**config.mk**
```make
export PLATFORM = sky130hd
export DESIGN_NAME = pulse_sequencer
export DESIGN_NICKNAME = d
export VERILOG_FILES = /design/src/rtl/pulse_sequencer.sv
export SDC_FILE = /design/constraint.sdc
export NUM_CORES = 1
export LEC_CHECK = 0
export ABC_AREA = 1
export BUFFER_PORTS_ARGS = -buffer_cell sky130_fd_sc_hd__buf_2
export CELL_PAD_IN_SITES_DETAIL_PLACEMENT = 0
export CELL_PAD_IN_SITES_GLOBAL_PLACEMENT = 1
export CORE_MARGIN = 3
export CORE_UTILIZATION = 39
export CTS_BUF_LIST = sky130_fd_sc_hd__clkbuf_8 sky130_fd_sc_hd__clkbuf_16
export DETAILED_ROUTE_END_ITERATION = 10
export GPL_ROUTABILITY_DRIVEN = 0
export PLACE_DENSITY = 0.94
export SETUP_SLACK_MARGIN = 0.1
export SYNTH_ARGS = -nofsm -noshare
export SYNTH_HDL_FRONTEND = slang
export SYNTH_SLANG_ARGS = --single-unit
```
**constraint.sdc**
```tcl
create_clock -name clk -period 2.45 [get_ports clk]
set_input_delay 0.6125 -clock clk [delete_from_list [all_inputs] [get_ports clk]]
set_output_delay 0.6125 -clock clk [all_outputs]
set_load 0.01 [all_outputs]
```
**src/rtl/pulse_sequencer.sv**
```systemverilog
// pulse_sequencer: pops {delay, addr} descriptors, waits delay cycles, then streams a
// length-prefixed waveform from synchronous pulse memory one sample per cycle.
module pulse_sequencer #(
  parameter int DELAY_W = 32,
  parameter int ADDR_W  = 10,
  parameter int DATA_W  = 32,
  parameter int LEN_W   = 16
) (
  input  logic               clk,
  input  logic               reset_n,
  input  logic               enable,
  input  logic               fifo_empty,
  input  logic [DELAY_W-1:0] fifo_delay,
  input  logic [ADDR_W-1:0]  fifo_addr,
  output logic               fifo_rd_en,
  output logic               pmem_en,
  output logic [ADDR_W-1:0]  pmem_addr,
  input  logic [DATA_W-1:0]  pmem_rdata,
  output logic               sample_valid,
  output logic [DATA_W-1:0]  sample_data,
  output logic               pulse_start,
  output logic               pulse_done,
  output logic               busy
);
  typedef enum logic [2:0] {IDLE, DELAY, HDR_WAIT, STREAM, TAIL} state_t;
  state_t state, state_nx;
  logic [DELAY_W-1:0] cnt, cnt_nx;
  logic [ADDR_W-1:0] base, base_nx, addr, addr_nx;
  logic [LEN_W-1:0] rem, rem_nx, len;
  logic issue, start_nx;
  always_ff @(posedge clk or negedge reset_n)
    if (!reset_n) begin
      state <= IDLE;
      cnt <= '0;
      base <= '0;
      addr <= '0;
      rem <= '0;
      sample_valid <= 1'b0;
      pulse_start <= 1'b0;
    end else begin
      state <= state_nx;
      cnt <= cnt_nx;
      base <= base_nx;
      addr <= addr_nx;
      rem <= rem_nx;
      sample_valid <= issue;
      pulse_start <= start_nx;
    end
  always_comb begin
    state_nx = state;
    cnt_nx = cnt;
    base_nx = base;
    addr_nx = addr;
    rem_nx = rem;
    fifo_rd_en = 1'b0;
    pmem_en = 1'b0;
    pmem_addr = '0;
    pulse_done = 1'b0;
    issue = 1'b0;
    start_nx = 1'b0;
    len = pmem_rdata[LEN_W-1:0];
    case (state)
      IDLE:
        // reset_n gating keeps the pop strobe low while reset is held
        if (enable && !fifo_empty && reset_n) begin
          fifo_rd_en = 1'b1;
          cnt_nx = fifo_delay;
          base_nx = fifo_addr;
          state_nx = DELAY;
        end
      DELAY:
        if (cnt != '0) cnt_nx = cnt - DELAY_W'(1);
        else begin
          pmem_en = 1'b1;
          pmem_addr = base;
          state_nx = HDR_WAIT;
        end
      HDR_WAIT:
        if (len == '0) begin
          pulse_done = 1'b1;
          state_nx = IDLE;
        end else begin
          pmem_en = 1'b1;
          pmem_addr = base + ADDR_W'(1);
          issue = 1'b1;
          start_nx = 1'b1;
          rem_nx = len - LEN_W'(1);
          addr_nx = base + ADDR_W'(2);
          state_nx = (len == LEN_W'(1)) ? TAIL : STREAM;
        end
      STREAM: begin
        pmem_en = 1'b1;
        pmem_addr = addr;
        issue = 1'b1;
        addr_nx = addr + ADDR_W'(1);
        rem_nx = rem - LEN_W'(1);
        state_nx = (rem == LEN_W'(1)) ? TAIL : STREAM;
      end
      TAIL: begin
        pulse_done = 1'b1;
        state_nx = IDLE;
      end
      default: state_nx = IDLE;
    endcase
  end
  assign busy = state != IDLE;
  assign sample_data = sample_valid ? pmem_rdata : '0;
endmodule

```
==> impl_metrics.json, run 1 <==
{
  "initial_core_util": 0.407,
  "timing_hold_violations_final": 0,
  "grt_max_degree": 51,
  "r2r-start": "cnt[1]",
  "crit_type": "reg -> out",
  "cts_root_buffer": "clkbuf_16",
  "fin_crit_ps": 2530,
  "fmax_mhz": 396,
  "required_ps": 1840,
  "insertion_delay_ps": 350,
  "portBuffers": 125,
  "place_inst": 1296,
  "antenna_found_initial": 0,
  "grt_overflow_total": 0,
  "multi_input_area_mm2": 0.00371,
  "path_max_fanout": 12,
  "reg2reg_depth": 9,
  "row_count": 44,
  "firstDrtPassIters": 5,
  "globalRouteMet3Util": 0.0402,
  "power_density_mw_per_mm2": 1190,
  "relSlewSlack": 0.555,
  "cts-htree-levels": 3,
  "setup_slack_ps": -76.2,
  "cts_buffers": 9,
  "seq_area_mm2": 0.00183,
  "stdcell_count": 1335,
  "fin_crit_sh": 1.03,
  "synth-seq-area-share": 0.302,
  "fp.dieH_um": 130,
  "wl_per_cell_um": 13.4,
  "vias_per_cell": 5.04,
  "syn_nets": 1062,
  "yosysWarnings": 0,
  "synth_top_area_share": 0.302,
  "fin_tns_setup_ps": -283,
  "hp-class": "in -> async",
  "cp-endpoint": "pmem_addr[5]",
  "synth-main-ff-cell": "dfrtp_1",
  "synth.area.top_cells": "dfrtp_1 (30%), nand2_1 (21%), nor2_1 (7.8%)",
  "yosys_register_bits": 73,
  "synth_cell_types": 38,
  "critPathMaxStageDelay_ps": 420,
  "synth_edf_count": 0,
  "ff2ff_setup_slack_ps": 500,
  "synth.top_cells.by_count": "nand2_1 (337), nor2_1 (125), inv_1 (118)",
  "status": "finished with violations",
  "gr-usage-met1": 0.280,
  "vias": 6728,
  "grt_first_pass_wirelength_mm": 29.1,
  "cts_tree": "yes",
  "setup_viol": 9,
  "maxCapViolations": 0,
  "skew_ps": 4.80,
  "slew_violations": 0,
  "hpwl_mm": 13.4,
  "groute.layer.met2.usage": 0.347,
  "async_flop_share": 1.00,
  "core_area_mm2": 0.0149,
  "r2r_end": "cnt[29]",
  "dieArea_mm2": 0.0170,
  "finalPower_mw": 9.19,
  "rsz0062_at_grt": "yes",
  "post_dp_cell_area_mm2": 0.00707,
  "crit_path_end_kind": "primary output",
  "arrival_ps": 1910,
  "nets": 1234,
  "n_antenna_cell": 0,
  "drive_gt1_frac": 0.254,
  "io-pin-count": 126,
  "startpoint_type": "flop",
  "busiest_layer": "met2",
  "syn_inst": 975,
  "die_x_um": 130,
  "wirelength_mm": 17.9,
  "drc": 0,
  "yosys.area.top_type": "dfrtp_1",
  "power.leakage_nw": 4.15,
  "ir_drop_mv": 0.747,
  "synth.cell_area_mm2": 0.00604,
  "ant_nets": 0,
  "area_growth_pct": 27.4,
  "yosysMostFrequentCell": "nand2_1",
  "fill_cells": 1524,
  "clk_pin_slew_ps": 60,
  "violations": "negative setup slack",
  "cts_num_sinks": 73,
  "tightest_slew_ps": 668,
  "crit_path_start": "cnt[14]",
  "grt.total_usage": 0.211,
  "first_global_vias": 6238,
  "design_area_mm2": 0.00770,
  "path_cells": "nor2_2, nand2_2, nor2_4, nand2_2, nor2_4, buf_12, nand3_1, o211ai_1, buf_2",
  "cts_buffer_depth": 2,
  "synth_area_per_cell_um2": 6.20,
  "cp_slowest_cell": "dfrtp_1",
  "first_iter_violations": 396
}
[cell families (layout without fill, tap and decap cells)]
logic type / after synthesis / in the layout / share of synthesized area
XOR/XNOR: 26 / 26 / 0.0377
buffers and inverters: 154 / 330 / 0.107
AO/OA/AOI/OAI: 106 / 106 / 0.109
adder cells (fa/ha/maj): 9 / 9 / 0.0186
flip-flops: 73 / 73 / 0.302
AND/OR/NAND/NOR: 604 / 604 / 0.421
multiplexers: 3 / 3 / 0.00497
[sequential cells by signal, summed over array words and instances (netlist names)]
signal,count
base,10
cnt,32
addr,10
pulse_start,1
state,3
sample_valid,1
rem,16
[how the worst min path moves through the flow]
stage                 start  endpoint  slack, ps  cells after the start
floorplan           reset_n   addr[0]        320                      0
global placement    addr[9]   addr[9]        460                      2
detailed placement  addr[9]   addr[9]        460                      2
CTS                 reset_n   cnt[16]        300                      2
global route        reset_n   cnt[16]        310                      2
finish              reset_n   cnt[16]        300                      2
[cell usage in the layout, fill, tap and decap left out, types with 18 or more instances in the layout]
master   count
inv_1      116
nand4_1     18
buf_4       66
dfrtp_1     67
buf_2      124
o21ai_0     52
nor2_1     112
nand3_1     86
nand2_1    330
[worst max-delay path: cells and delay by family, from the launching register on]
kind / cells / cell delay (ps)
flops: 1 / 420
buf+inv: 2 / 320
compound gates: 1 / 130
simple gates: 6 / 710
[metrics by stage]
step,hold slack (ps),util,worst slack [ps]
after CTS,298,0.504,-85.1
after floorplan,317,-,102
final,296,0.518,-76.2
after detailed placement,464,0.476,-49.3
after global routing,315,0.518,-174
after global placement,463,0.476,-12.6
[report_power, final]
part	switching (mW)	total (mW)	internal, mW
combinational	3.33	5.35	2.03
sequential	0.614	2.42	1.81
clock	0.515	1.42	0.904
[layout make-up]
class                           instances  share of cell area
Inverter                              123              0.0600
Clock inverter                          5             0.00942
Sequential cell                        73               0.238
Timing Repair Buffer                  192               0.150
Clock buffer                           10              0.0310
Multi-Input combinational cell        748               0.481
Tap cell                              184              0.0299
[layer usage]
layer	share of wire	vias up	routed length, µm
met3	0.056	33	997
met5	0	-	0
met1	0.45	3080	8020
met2	0.48	194	8540
met4	0.020	0	363
li1	-	3421	-
[timing repair]
item	in CTS	in global routing
resized for setup	15	29
pin swaps	6	13
setup buffers	9	15
hold buffers	0	0
setup endpoints to repair	12	12
(Power assumes the default switching activity.)
==> run 2: changes to the inputs <==
--- a/config.mk
+++ b/config.mk
@@ -16,6 +16,7 @@
 export GPL_ROUTABILITY_DRIVEN = 0
 export PLACE_DENSITY = 0.94
 export SETUP_SLACK_MARGIN = 0.1
+export SKIP_LAST_GASP = 1
 export SYNTH_ARGS = -nofsm -noshare
 export SYNTH_HDL_FRONTEND = slang
 export SYNTH_SLANG_ARGS = --single-unit
==> run 2 against run 1 <==
Critical path depth did not move. Combinational power barely moved. Final area barely moved. Total power barely moved. Flip-flop and latch count did not move. The flow still finishes with violations (negative setup slack). Largest cell class unchanged. Worst hold slack barely moved. Register-to-register slack barely moved. Routed wire length barely moved. Core utilization barely moved.
==> impl_metrics.json, run 2 (synthesized netlist as in run 1, its figures left out) <==
{
  "hp-class": "in -> async",
  "tightest_slew_ps": 668,
  "nets": 1234,
  "firstDrtPassIters": 5,
  "core_area_mm2": 0.0149,
  "crit_type": "reg -> out",
  "io-pin-count": 126,
  "layout_common_cells": "nand2_1 (330), buf_2 (124), inv_1 (116), nor2_1 (112), nand3_1 (86)",
  "highest_layer": "met4",
  "fin_crit_sh": 1.04,
  "wl_met2_mm": 8.54,
  "place_inst": 1296,
  "status": "finished with violations",
  "preCtsSetupSlack_ps": -49.3,
  "grt.total_usage": 0.211,
  "cts_buffer_depth": 2,
  "grt_first_pass_wirelength_mm": 29.1,
  "wl_per_cell_um": 13.4,
  "power.leakage_nw": 4.15,
  "setup_slack_ps": -88.0,
  "die_x_um": 130,
  "largest_register_ff_count": 32,
  "violations": "negative setup slack",
  "row_count": 44,
  "fin_crit_ps": 2540,
  "ant_nets": 0,
  "ir_drop_mv": 0.746,
  "reg_top3": "cnt: 32 flops, rem: 16 flops",
  "cts-htree-levels": 3,
  "arrival_ps": 1930,
  "wirelength_mm": 17.9,
  "skew_ps": 4.78,
  "cts_buffers": 9,
  "rsz0062_at_grt": "yes",
  "relSlewSlack": 0.555,
  "cts_root_buffer": "clkbuf_16",
  "startpoint_type": "flop",
  "fill_cells": 1527,
  "drive_gt1_frac": 0.253,
  "grt_overflow_total": 0,
  "slew_violations": 0,
  "portBuffers": 125,
  "vias": 6725,
  "area_growth_pct": 27.3,
  "stdcell_count": 1335,
  "insertion_delay_ps": 350,
  "timing_hold_violations_final": 0,
  "path_max_fanout": 12,
  "hpwl_mm": 13.4,
  "first_global_vias": 6238,
  "met3_length_mm": 1.05,
  "required_ps": 1840,
  "n_antenna_cell": 0,
  "dieArea_mm2": 0.0170,
  "grt_max_degree": 51,
  "fp.dieH_um": 130,
  "ff2ff_setup_slack_ps": 490,
  "crit_path_end_kind": "primary output",
  "clk_pin_slew_ps": 60,
  "initial_core_util": 0.407,
  "cts_tree": "yes",
  "power_density_mw_per_mm2": 1190,
  "setup_viol": 10,
  "maxCapViolations": 0,
  "layout_commonest_cell": "nand2_1",
  "fmax_mhz": 394,
  "wirelength_met1_mm": 7.98,
  "largest-register": "cnt",
  "holdBufCountCts": 0,
  "first_iter_violations": 395,
  "vias_per_cell": 5.04,
  "drc": 0,
  "cts_num_sinks": 73,
  "antenna_found_initial": 0
}
==> run 2: changes by cell type in the layout (fill, tap and decap cells not counted) <==
cell      delta
o221ai_1     +1
o221ai_2     -1
==> run 2: layer usage <==
layer,vias up,track usage
met3,33,0.0402
met1,3077,0.280
li1,3419,-
met2,196,0.347
met5,-,0
met4,0,0.0684
==> run 2: power by group <==
part           leakage (nW)  internal, mW  total [mW]  switching, mW
sequential            0.898          1.81        2.42          0.613
clock                 0.161         0.904        1.42          0.514
combinational          3.09          2.03        5.35           3.33
total                  4.15          4.74        9.19           4.45
==> run 2: through the flow <==
step	hold WS (ps)	utilization	total power, mW	setup TNS, ps	area (µm²)
6_report	296	0.518	9.19	-308	7690
5_1_grt	315	0.518	10.1	-1470	7690
4_1_cts	298	0.504	8.97	-397	7500
3_5_place_dp	464	0.476	7.36	-51.6	7070
3_3_place_gp	463	0.476	7.29	-12.6	7070
2_1_floorplan	317	-	5.91	0	6050
==> run 2: worst max-delay path: stages, from the launching register on <==
cell and delay (ps):
dfrtp_1 420, nor2_2 170, nand2_2 100, nor2_4 170, nand2_2 90, nor2_4 110, buf_12 140, nand3_1 60
o211ai_1 140, buf_2 190
==> run 2: path summary, 6_finish.rpt <==
check,end,from,cells past startpoint
setup reg to reg,cnt[29],cnt[1],9
hold reg to reg,addr[9],addr[9],2
setup / recovery,pmem_addr[5],cnt[14],9
hold / removal,cnt[16],reset_n,2
min in group clk,base[3],fifo_addr[3],3
max in group asynchronous,base[1],reset_n,3
==> run 2: cell type report <==
class,count,area (µm²),area share
sequential,73,1830,0.238
timing repair buffer,192,1160,0.150
multi-input combinational,748,3700,0.481
clock inverter,5,72.6,0.00943
tap,184,230,0.0299
inverter,123,462,0.0600
clock buffer,10,239,0.0311
==> run 2: timing repair <==
action | CTS | global route
pin swaps | 6 | 13
endpoints found under the setup margin | 12 | 12
gates resized for setup | 15 | 28
buffers inserted | 9 | 15
==> run 3: changes to the inputs <==
--- a/config.mk
+++ b/config.mk
@@ -5,16 +5,15 @@
 export SDC_FILE = /design/constraint.sdc
 export NUM_CORES = 1
 export LEC_CHECK = 0
-export ABC_AREA = 1
 export BUFFER_PORTS_ARGS = -buffer_cell sky130_fd_sc_hd__buf_2
 export CELL_PAD_IN_SITES_DETAIL_PLACEMENT = 0
 export CELL_PAD_IN_SITES_GLOBAL_PLACEMENT = 1
 export CORE_MARGIN = 3
-export CORE_UTILIZATION = 39
+export CORE_UTILIZATION = 40
 export CTS_BUF_LIST = sky130_fd_sc_hd__clkbuf_8 sky130_fd_sc_hd__clkbuf_16
 export DETAILED_ROUTE_END_ITERATION = 10
 export GPL_ROUTABILITY_DRIVEN = 0
-export PLACE_DENSITY = 0.94
+export PLACE_DENSITY = 0.93
 export SETUP_SLACK_MARGIN = 0.1
 export SKIP_LAST_GASP = 1
 export SYNTH_ARGS = -nofsm -noshare
==> run 3 against run 2 <==
The flow still finishes with violations (negative setup slack). Critical path type is now in -> out. Routed wire length is 3.5% higher. Sequential share of layout area up 0.42 points. Synthesized area down 14%. Core utilization increased by 7.7 points. First-iteration DRC count rose by 46%. Combinational power is 72% lower.
==> impl_metrics.json, run 3 <==
{
  "wl_met2_mm": 9.16,
  "ant_nets": 0,
  "synth_top_area_share": 0.352,
  "synth_edf_count": 0,
  "area_growth_pct": 44.9,
  "synth_cell_types": 68,
  "r2r-start": "cnt[26]",
  "hold_depth": 3,
  "fill_cells": 1090,
  "yosys.area.top_type": "dfrtp_1",
  "tightest_slew_ps": 984,
  "arrival_ps": 2440,
  "largest_register_ff_count": 32,
  "reg_top3": "cnt: 32 flops, rem: 16 flops",
  "whs_endpoint": "base[3]",
  "required_ps": 1840,
  "multi_input_area_mm2": 0.00339,
  "skew_ps": 5.03,
  "grt_first_pass_wirelength_mm": 29.4,
  "setup_slack_ps": -598,
  "initial_core_util": 0.410,
  "nets": 949,
  "cts_num_sinks": 73,
  "ir_drop_mv": 0.644,
  "maxCapViolations": 0,
  "drc": 0,
  "syn_inst": 639,
  "violations": "negative setup slack",
  "yosysMostFrequentCell": "nand2_1",
  "stdcell_count": 1039,
  "rsz0062_at_grt": "yes",
  "drive_gt1_frac": 0.378,
  "vias_per_cell": 5.90,
  "grt.total_usage": 0.250,
  "first_iter_violations": 576,
  "cts_buffers": 9,
  "core_area_mm2": 0.0127,
  "status": "finished with violations",
  "insertion_delay_ps": 340,
  "crit_path_end_kind": "primary output",
  "synth-seq-area-share": 0.352,
  "fin_crit_ps": 3050,
  "grt_overflow_total": 0,
  "wirelength_met1_mm": 7.51,
  "synth.area.top_cells": "dfrtp_1 (35%), nand2_1 (5.8%), and2_1 (4.2%)",
  "timing_hold_violations_final": 0,
  "n_antenna_cell": 0,
  "yosys_register_bits": 73,
  "fp.dieH_um": 120,
  "crit_type": "in -> out",
  "place_inst": 1008,
  "fin_crit_sh": 1.24,
  "wirelength_mm": 18.6,
  "die_x_um": 120,
  "fmax_mhz": 328,
  "yosysWarnings": 0,
  "first_global_vias": 6098,
  "finalPower_mw": 4.67,
  "clk_pin_slew_ps": 60,
  "synth.cell_area_mm2": 0.00519,
  "layout_common_cells": "buf_2 (122), buf_4 (111), nand2_1 (79), dfrtp_1 (73), nor2_1 (43)",
  "cts_tree": "yes",
  "layout_commonest_cell": "buf_2",
  "async_flop_share": 1.00,
  "antenna_found_initial": 0,
  "cts_root_buffer": "clkbuf_16",
  "dieArea_mm2": 0.0144,
  "hp-class": "in -> reg",
  "startpoint_type": "primary input",
  "row_count": 41,
  "firstDrtPassIters": 9,
  "hpwl_mm": 13.0,
  "relSlewSlack": 0.344,
  "setup_viol": 23,
  "met3_length_mm": 1.41,
  "reg2reg_depth": 8,
  "syn_nets": 726,
  "highest_layer": "met4",
  "path_max_fanout": 3,
  "largest-register": "cnt",
  "hp-start": "fifo_addr[3]",
  "vias": 6130,
  "slew_violations": 0,
  "synth-main-ff-cell": "dfrtp_1",
  "portBuffers": 125,
  "synth.top_cells.by_count": "nand2_1 (80), dfrtp_1 (73), nor2_1 (45)",
  "power_density_mw_per_mm2": 621,
  "synth_area_per_cell_um2": 8.13,
  "io-pin-count": 126,
  "cts_buffer_depth": 2,
  "r2r_end": "cnt[24]",
  "wl_per_cell_um": 17.9,
  "grt_max_degree": 74,
  "ff2ff_setup_slack_ps": -30,
  "cts-htree-levels": 3,
  "holdBufCountCts": 0,
  "seq_area_mm2": 0.00183,
  "power.leakage_nw": 3.42
}
## run 3: logic make-up (layout without fill, tap and decap cells)
| logic type | count (synthesis) | count (layout) | synth area share |
|---|---|---|---|
| flip-flops | 73 | 73 | 0.352 |
| multiplexers | 2 | 2 | 0.00385 |
| AO/OA/AOI/OAI | 171 | 171 | 0.225 |
| AND/OR/NAND/NOR | 310 | 310 | 0.321 |
| XOR/XNOR | 20 | 20 | 0.0337 |
| buffers and inverters | 54 | 282 | 0.0424 |
| adder cells (fa/ha/maj) | 9 | 9 | 0.0217 |
## run 3: worst max path at each step
stage              startpoint      endpoint  slack [ps]  cells after the start
4_1_cts               cnt[26]       pmem_en        -630                      6
3_5_place_dp   pmem_rdata[12]  pmem_addr[8]        -630                      8
3_3_place_gp   pmem_rdata[12]  pmem_addr[8]        -620                      8
5_1_grt               cnt[26]  pmem_addr[9]        -690                      7
2_1_floorplan  pmem_rdata[12]  pmem_addr[8]        -310                      6
6_report        pmem_rdata[8]  pmem_addr[8]        -600                      8
## run 3: what timing repair did
item | CTS | global route
cloned | 2 | 1
resized for setup | 26 | 35
pin swaps | 9 | 20
setup endpoints to repair | 43 | 58
buffers inserted | 7 | 5
## run 3: worst max-delay path, cell delays in order
cell and delay (ps):
buf_6 90, or4_4 550, nor4bb_4 360, or2_4 190
inv_2 50, a21o_1 150, a221o_1 290, buf_2 140
## run 3: routing by layer
metal	vias to the layer above	GRT usage
li1	2833	-
met1	2946	0.308
met2	298	0.427
met3	53	0.0570
met4	0	0.0902
met5	-	0
## run 3: layout make-up
type                            count  area share
Clock inverter                      5      0.0103
Timing Repair Buffer              251       0.226
Multi-Input combinational cell    512       0.451
Sequential cell                    73       0.243
Inverter                           15     0.00814
Tap cell                          172      0.0286
Clock buffer                       11      0.0336
## run 3: where the power goes
group | leakage [nW] | switching (mW) | internal (mW)
registers | 0.901 | 0.230 | 1.46
logic | 2.36 | 0.756 | 0.745
clock network | 0.162 | 0.535 | 0.944
## run 3: through the flow
| step | setup WS (ps) | hold WS, ps | TNS, ps | cell area (µm²) | utilization |
|---|---|---|---|---|---|
| global route | -692 | 464 | -8440 | 7530 | 0.594 |
| global placement | -624 | 490 | -9030 | 6860 | 0.541 |
| detailed placement | -626 | 516 | -10240 | 6860 | 0.541 |
| finish | -598 | 459 | -6850 | 7530 | 0.594 |
| floorplan | -309 | 317 | -2400 | 5320 | - |
| CTS | -628 | 460 | -7120 | 7370 | 0.582 |
